[config.mk]
export PLATFORM = sky130hd
export DESIGN_NAME = vm_selection_inventory
export DESIGN_NICKNAME = d
export VERILOG_FILES = /design/src/rtl/vm_selection_inventory.sv
export SDC_FILE = /design/constraint.sdc
export NUM_CORES = 2
export LEC_CHECK = 0
export CAP_MARGIN = 30
export CORE_MARGIN = 3
export CORE_UTILIZATION = 57
export DETAILED_ROUTE_END_ITERATION = 16
export PLACE_DENSITY = 0.72
export SLEW_MARGIN = 10
export SYNTH_ARGS = -nofsm -noshare
export SYNTH_HDL_FRONTEND = slang
export SYNTH_SLANG_ARGS = --single-unit
[constraint.sdc]
create_clock -name clk -period 9.75 [get_ports clk]
set_input_delay 1.95 -clock clk [delete_from_list [all_inputs] [get_ports clk]]
set_output_delay 1.95 -clock clk [all_outputs]
set_load 0.01 [all_outputs]
[src/rtl/vm_selection_inventory.sv]
// vm_selection_inventory: keypad selection against a per-slot price/stock table, held until vend done/abort.
// Optional HOLD timeout enabled by defining VM_SEL_TIMEOUT_EN.
module vm_selection_inventory #(
    parameter int ROWS           = 6,
    parameter int COLS           = 6,
    parameter int PRICE_W        = 12,
    parameter int STOCK_W        = 4,
    parameter int INIT_STOCK     = 5,
    parameter int DEFAULT_PRICE  = 250,
    parameter int TIMEOUT_CYCLES = 1000
) (
    input  logic               clk,
    input  logic               reset,
    input  logic [3:0]         row,
    input  logic [3:0]         col,
    input  logic               enter_key,
    input  logic               vend_done,
    input  logic               vend_abort,
    input  logic               cfg_we,
    input  logic [3:0]         cfg_row,
    input  logic [3:0]         cfg_col,
    input  logic [PRICE_W-1:0] cfg_price,
    input  logic [STOCK_W-1:0] cfg_stock,
    output logic               item_selection_valid,
    output logic [3:0]         dispense_row,
    output logic [3:0]         dispense_col,
    output logic [PRICE_W-1:0] item_price,
    output logic               dispense_pulse,
    output logic               sel_error,
    output logic [1:0]         error_code,
    output logic               busy
);
    localparam int N = ROWS * COLS;
    localparam int AW = (N > 1) ? $clog2(N) : 1;
    localparam logic [3:0] R4 = 4'(ROWS);
    localparam logic [3:0] C4 = 4'(COLS);
    localparam logic [7:0] C8 = 8'(COLS);

    typedef enum logic {IDLE, HOLD} state_t;

    state_t state, state_n;
    logic [PRICE_W-1:0] price_mem [0:N-1];
    logic [STOCK_W-1:0] stock_mem [0:N-1];
    logic [AW-1:0] hold_a, hold_a_n, sel_a, cfg_a;
    logic sel_ok, cfg_ok, wr, dec, timeout;
    logic valid_n, pulse_n, err_n;
    logic [3:0] row_n, col_n;
    logic [PRICE_W-1:0] price_n;
    logic [1:0] code_n;

    function automatic logic addr_ok(input logic [3:0] r, input logic [3:0] c);
        return r != 4'd0 && r <= R4 && c != 4'd0 && c <= C4;
    endfunction

    function automatic logic [AW-1:0] addr(input logic [3:0] r, input logic [3:0] c);
        logic [7:0] i;
        i = ({4'd0, r} - 8'd1) * C8 + {4'd0, c} - 8'd1;
        return i[AW-1:0];
    endfunction

    assign sel_ok = addr_ok(row, col);
    assign cfg_ok = addr_ok(cfg_row, cfg_col);
    assign sel_a  = addr(row, col);
    assign cfg_a  = addr(cfg_row, cfg_col);
    assign busy   = state == HOLD;

`ifdef VM_SEL_TIMEOUT_EN
    logic [31:0] cnt;
    always_ff @(posedge clk) begin
        if (reset || state != HOLD)
            cnt <= '0;
        else
            cnt <= cnt + 32'd1;
    end
    assign timeout = state == HOLD && cnt == 32'(TIMEOUT_CYCLES - 1);
`else
    assign timeout = 1'b0;
`endif

    always_comb begin
        state_n  = state;
        valid_n  = item_selection_valid;
        row_n    = dispense_row;
        col_n    = dispense_col;
        price_n  = item_price;
        hold_a_n = hold_a;
        pulse_n  = 1'b0;
        err_n    = 1'b0;
        code_n   = 2'b00;
        wr       = 1'b0;
        dec      = 1'b0;
        if (state == IDLE) begin
            if (cfg_we)
                wr = cfg_ok;
            else if (enter_key) begin
                if (!sel_ok)
                    {err_n, code_n} = 3'b101;
                else if (stock_mem[sel_a] == '0)
                    {err_n, code_n} = 3'b110;
                else begin
                    state_n  = HOLD;
                    valid_n  = 1'b1;
                    row_n    = row;
                    col_n    = col;
                    price_n  = price_mem[sel_a];
                    hold_a_n = sel_a;
                end
            end
        end else if (vend_done || vend_abort || timeout) begin
            state_n = IDLE;
            valid_n = 1'b0;
            row_n   = 4'd0;
            col_n   = 4'd0;
            price_n = '0;
            dec     = vend_done;
            pulse_n = vend_done;
            if (!vend_done && !vend_abort)
                {err_n, code_n} = 3'b111;
        end
    end

    always_ff @(posedge clk) begin
        if (reset) begin
            state                <= IDLE;
            item_selection_valid <= 1'b0;
            dispense_row         <= 4'd0;
            dispense_col         <= 4'd0;
            item_price           <= '0;
            dispense_pulse       <= 1'b0;
            sel_error            <= 1'b0;
            error_code           <= 2'b00;
            hold_a               <= '0;
            for (int i = 0; i < N; i++) begin
                price_mem[AW'(i)] <= PRICE_W'(DEFAULT_PRICE);
                stock_mem[AW'(i)] <= STOCK_W'(INIT_STOCK);
            end
        end else begin
            state                <= state_n;
            item_selection_valid <= valid_n;
            dispense_row         <= row_n;
            dispense_col         <= col_n;
            item_price           <= price_n;
            dispense_pulse       <= pulse_n;
            sel_error            <= err_n;
            error_code           <= code_n;
            hold_a               <= hold_a_n;
            if (wr) begin
                price_mem[cfg_a] <= cfg_price;
                stock_mem[cfg_a] <= cfg_stock;
            end
            // decrement saturates at zero
            if (dec && stock_mem[hold_a] != '0)
                stock_mem[hold_a] <= stock_mem[hold_a] - 1'b1;
        end
    end
endmodule

==> results.json <==
{
  "p_leak_nw": 16.80,
  "wl_mm": 118.7,
  "finalSetupTns_ps": 0,
  "worstMarginPinSlew_ps": 1011,
  "period_needed_ps": 7267,
  "final_common_cell": "edfxtp_1",
  "synth_fp_nets": 2942,
  "first_global_vias": 27070,
  "grt_usage_pct": 27.71,
  "synth_top_family_by_area": "multiplexers",
  "cts_hold_repair.buffers": 0,
  "synth_xor_area_share_pct": 0.3602,
  "drt-initial-drc-count": 3643,
  "slowest_stage": "clkdlybuf4s50_1",
  "path_common_cell": "ha_1",
  "synthAdderAreaFrac_pct": 0.7047,
  "ios": 64,
  "synthSimpleGateAreaFrac_pct": 10.78,
  "wire_per_inst_um": 29.01,
  "ys_types": 74,
  "vias": 27320,
  "antenna_left": 0,
  "place_area_sq_um": 49520,
  "drv_cap": 0,
  "fillerInstances": 5492,
  "syn_inst": 2879,
  "die_area_sq_um": 86990,
  "grt-ovfl-total": 0,
  "ctsHtreeMaxLevel": 3,
  "synth-seq-cells": 1062,
  "rows": 105,
  "hpwl_mm": 76.57,
  "slowest_delay_ps": 580,
  "rsz0062_at_grt": "false",
  "slew_violations": 0,
  "critPathArrivalTime_ps": 7790,
  "postLayoutCellArea_sq_um": 53160,
  "cts_buffers": 107,
  "worst_slack_ps": 2483,
  "die_y_um": 294.9,
  "synth-main-ff-cell": "edfxtp_1",
  "synthArstFlopShare_pct": 0,
  "grt_max_degree": 109,
  "required_ps": 10270,
  "die_x_um": 294.9,
  "cts_sinks": 1062,
  "rr_worst_depth": 11,
  "whs_path_depth": 1,
  "core_sq_um": 82370,
  "insertion_delay_ps": 690,
  "synth_mux_area_share_pct": 16.57,
  "slew_headroom_pct": 32.48,
  "power_density_nw_per_um2": 213.4,
  "crit_chain": "clkdlybuf4s50_1 -> inv_1 -> ha_1 -> xor2_1 -> xnor2_1 -> ha_1 -> inv_1 -> ha_1 -> inv_1 -> ha_1 -> xnor2_2 -> buf_4 -> mux4_2 -> mux4_2 -> mux2i_1 -> mux2_2 -> and2_1 -> buf_6 -> a211oi_1",
  "worstSetupEndpointType": "register",
  "finClkSkew_ps": 37.03,
  "drt-pass1-iter-count": 6,
  "routed_via_density": 6.675,
  "initial_core_util_pct": 57.77,
  "io_buffers": 63,
  "yosysWarnings": 0,
  "grt_first_pass_wirelength_mm": 177.2,
  "cts_resized": 0,
  "synth_compound_area_share_pct": 2.824,
  "max_freq_mhz": 137.6,
  "area_delta_synth_final_pct": 11.71,
  "hp-class": "register to register",
  "cts_root_buf": "clkbuf_16",
  "syn-cell-area_sq_um": 47590,
  "final_cell_mix": "edfxtp_1 (1,024), mux4_2 (324), or3_1 (233)",
  "synth_edf_count": 1024,
  "seq_area_frac_synth_pct": 66.22,
  "cts_tree": "yes",
  "place_congestion": 0.9501,
  "cts_setup_buffers": 0,
  "synth.avg_cell_area_sq_um": 16.53,
  "dp_slack_ps": 1634,
  "drc": 0,
  "status": "finished clean",
  "setup_viol": 0,
  "hold_viol": 0,
  "cts_buffer_depth": 3,
  "cp-start-kind": "input pin",
  "period_share_pct": 74.53,
  "fin_nets": 2995,
  "clk_pin_slew_worst_paths_ps": 60,
  "antenna_found_initial": 5,
  "path_max_fanout": 30,
  "path_class": "input pin to register",
  "drive_above_1_share_pct": 23.30,
  "vdd_drop_max_v": 0.0001659
}
==> final timing paths <==
| check | start | endpoint | slack [ps] |
|---|---|---|---|
| worst max-delay path | row[0] | hold_a[0] | 2480 |
| worst min-delay path | dispense_row[3] | dispense_row[3] | 480 |
| worst min register to register | dispense_row[3] | dispense_row[3] | 480 |
| worst max register to register | register | stock_mem[30][0] | 3760 |
==> cell type report <==
class,instances,area (sq um),share of cell area [%]
clock buffers,133,2815,5.296
multi-input cells,1533,14970,28.17
repair buffers,191,1690,3.180
clock inverters,65,683.2,1.285
well taps,1070,1339,2.519
flip-flops and latches,1062,31520,59.29
inverters,37,138.9,0.2613
diodes,1,2.502,0.004708
==> cell families after synthesis <==
group / count (synthesis)
AOI/OAI and AO/OA: 195
xor gates and xnor gates: 18
adders and majority gates: 25
buffers and inverters: 284
DFF: 1062
muxes: 381
and+or+nand+nor: 914
==> power by group <==
group	total, mW	internal [mW]	switching [mW]
Sequential	5.19	5.13	0.0576
Clock	4.08	2.33	1.76
Combinational	2.07	0.709	1.36
==> cell usage after synthesis (12+ instances only) <==
library cell	instances	area share, %
mux2i_1	52	1.1
nor3_2	25	0.53
nand3_1	23	0.24
buf_2	29	0.31
or3_1	233	3.1
buf_1	21	0.17
o21ai_0	71	0.75
nand2_1	120	0.95
edfxtp_1	1024	65
dfxtp_1	38	1.6
nand2b_1	16	0.21
inv_1	34	0.27
a21oi_1	39	0.41
nor2_1	139	1.1
ha_1	22	0.58
mux4_2	324	15
and2_1	221	2.9
a41o_1	12	0.25
clkbuf_1	180	1.4
nor4_1	66	0.87
nor3_1	40	0.42
==> worst max-delay path, delay by kind of cell <==
family / cells / cell delay, ps
adders and majority gates: 4 / 1220
AOI/OAI and AO/OA: 1 / 100
muxes: 4 / 1950
buffers and inverters: 6 / 1470
and+or+nand+nor: 1 / 550
xor gates and xnor gates: 3 / 510
==> registers in the layout (all words and copies together), names as in the netlist, named ones only <==
register,cells
dispense_pulse,1
error_code,2
stock_mem,256
busy,1
item_price,12
hold_a,6
dispense_row,4
price_mem,768
sel_error,1
dispense_col,4
item_selection_valid,1
==> metal layers <==
metal  vias up  global-route usage [%]  routed length (um)
li1      11480                       -                   -
met1     13920                   40.03               45930
met2      1683                   41.67               54370
met3       228                   8.451               15030
met4         2                   7.534                3349
met5         -                       0                  13
==> stage by stage <==
| stage | total power, mW | utilization [%] | cells | hold slack, ps |
|---|---|---|---|---|
| final | 11.34 | 64.53 | 4092 | 480.4 |
| after global routing | 11.69 | 64.53 | 4091 | 501.3 |
| after CTS | 11.33 | 64.36 | 4080 | 483.0 |
| after detailed placement | 7.292 | 60.12 | 3882 | 468.6 |
| after global placement | 7.243 | 59.72 | 3848 | 461.0 |
| after floorplan | 6.561 | - | 2879 | 493.6 |
No activity file was read; power rests on OpenSTA's default activity.
==> RTL change: new RTL, same settings <==
`ROWS`: 6 -> 3.
--- a/src/rtl/vm_selection_inventory.sv
+++ b/src/rtl/vm_selection_inventory.sv
@@ -1,7 +1,7 @@
 // vm_selection_inventory: keypad selection against a per-slot price/stock table, held until vend done/abort.
 // Optional HOLD timeout enabled by defining VM_SEL_TIMEOUT_EN.
 module vm_selection_inventory #(
-    parameter int ROWS           = 6,
+    parameter int ROWS           = 3,
     parameter int COLS           = 6,
     parameter int PRICE_W        = 12,
     parameter int STOCK_W        = 4,
Function: not settled (the Yosys comparison gave no result); the edit may change what the design does.
==> RTL change against the unedited design <==
Design area is 48% lower; wire length decreased by 49%; setup slack better by 0.68 ns; register-to-register slack improved by 0.78 ns; sequential cell count is 514 lower; maximum frequency is 10% higher; highest routed layer unchanged; synthesized area shrank 48%; critical endpoint is now stock_mem[8][0]$_SDFFCE_PN1P_; critical path depth decreased by 6; total power shrank 51%; core utilization increased by 1.3 points; first-iteration DRC count decreased by 51%.
==> RTL change: results (changes against the unedited design) <==
- Run status: completed (unchanged).
- The delay of the slowest cell on the worst path is 0.78 ns (was 0.58 ns).
- The number of enable flip-flop cells after synthesis was 512 (was 1024).
- The fraction of the mapped netlist area in adder cells came to 1.19% (was 0.705%).
- The CTS buffer count is 54 (was 107).
- The via count of the first global-routing pass came to 14.7k (was 27.1k).
- The largest net degree at the start of global routing is 76 (was 109).
- The launch point of the worst hold path was item_price[6]$_SDFFE_PP0P_ (was dispense_row[3]$_SDFFE_PP0P_).
- Largest registers: price_mem: 384 flops, stock_mem: 128 flops, item_price: 12 flops (was price_mem: 768 flops, stock_mem: 256 flops, item_price: 12 flops).
- The part of the power in combinational logic is 14.2% (was 18.2%).
- The xor and xnor fraction of the mapped netlist area is 0.777% (was 0.360%).
- The number of distinct library cells after synthesis is 70 (was 74).
- Post-synth top cells: 512 x sky130_fd_sc_hd__edfxtp_1, 192 x sky130_fd_sc_hd__nor2_1, 177 x sky130_fd_sc_hd__nand2_1 (was 1024 x sky130_fd_sc_hd__edfxtp_1, 324 x sky130_fd_sc_hd__mux4_2, 233 x sky130_fd_sc_hd__or3_1).
- The final-stage net count is 1717 (was 2995).
- The first element of the critical path is cfg_row[1] (was row[0]).
- The wire length on met2 is 29000 microns (was 54400 microns).
- The detailed-route wire length on metal 1 is 23700 microns (was 45900 microns).
- The net count after synthesis is 1649 (was 2942).
- The endpoint of the most critical register-to-register path was stock_mem[1][0]$_SDFFCE_PN1P_ (was stock_mem[30][0]$_SDFFCE_PN1P_).
- The share of synthesized area occupied by flip-flops and latches is 65.3% (was 66.2%).
- The number of diodes added for antenna fixing came to 0 (was 1).
- The met3 routed wirelength was 6670 microns (was 15000 microns).
- The largest delay contributor family on the critical path is adder cells (was multiplexers).
- The aggregate routed wire length is 60800 microns (was 119000 microns).
- The count of H-tree levels built during CTS is 2 (was 3).
- The final estimated routing congestion in global placement is 0.882 (was 0.950).
## RTL change: changes by cell type after synthesis, sizes merged, moves of 57 or more
cell / delta
clkbuf: -118
and2: -219
edfxtp: -512
nor4: -63
mux4: -155
nand2: +57
or3: -214
## RTL change: through the flow
stage / worst slack [ns] / instances / total power, W / utilization, %
6_report: 3.16 / 2281 / 0.00553 / 65.9
5_1_grt: 2.86 / 2281 / 0.00570 / 65.9
4_1_cts: 3.24 / 2276 / 0.00554 / 65.7
2_1_floorplan: 3.91 / 1590 / 0.00318 / -
3_3_place_gp: 2.40 / 2167 / 0.00343 / 61.2
3_5_place_dp: 2.63 / 2174 / 0.00345 / 61.4
## RTL change: layout make-up
type / instances / area share (%)
Clock inverter: 33 / 1.30
Multi-Input combinational cell: 898 / 28.8
Timing Repair Buffer: 111 / 3.85
Inverter: 45 / 0.606
Sequential cell: 548 / 57.7
Clock buffer: 69 / 5.16
Tap cell: 577 / 2.59
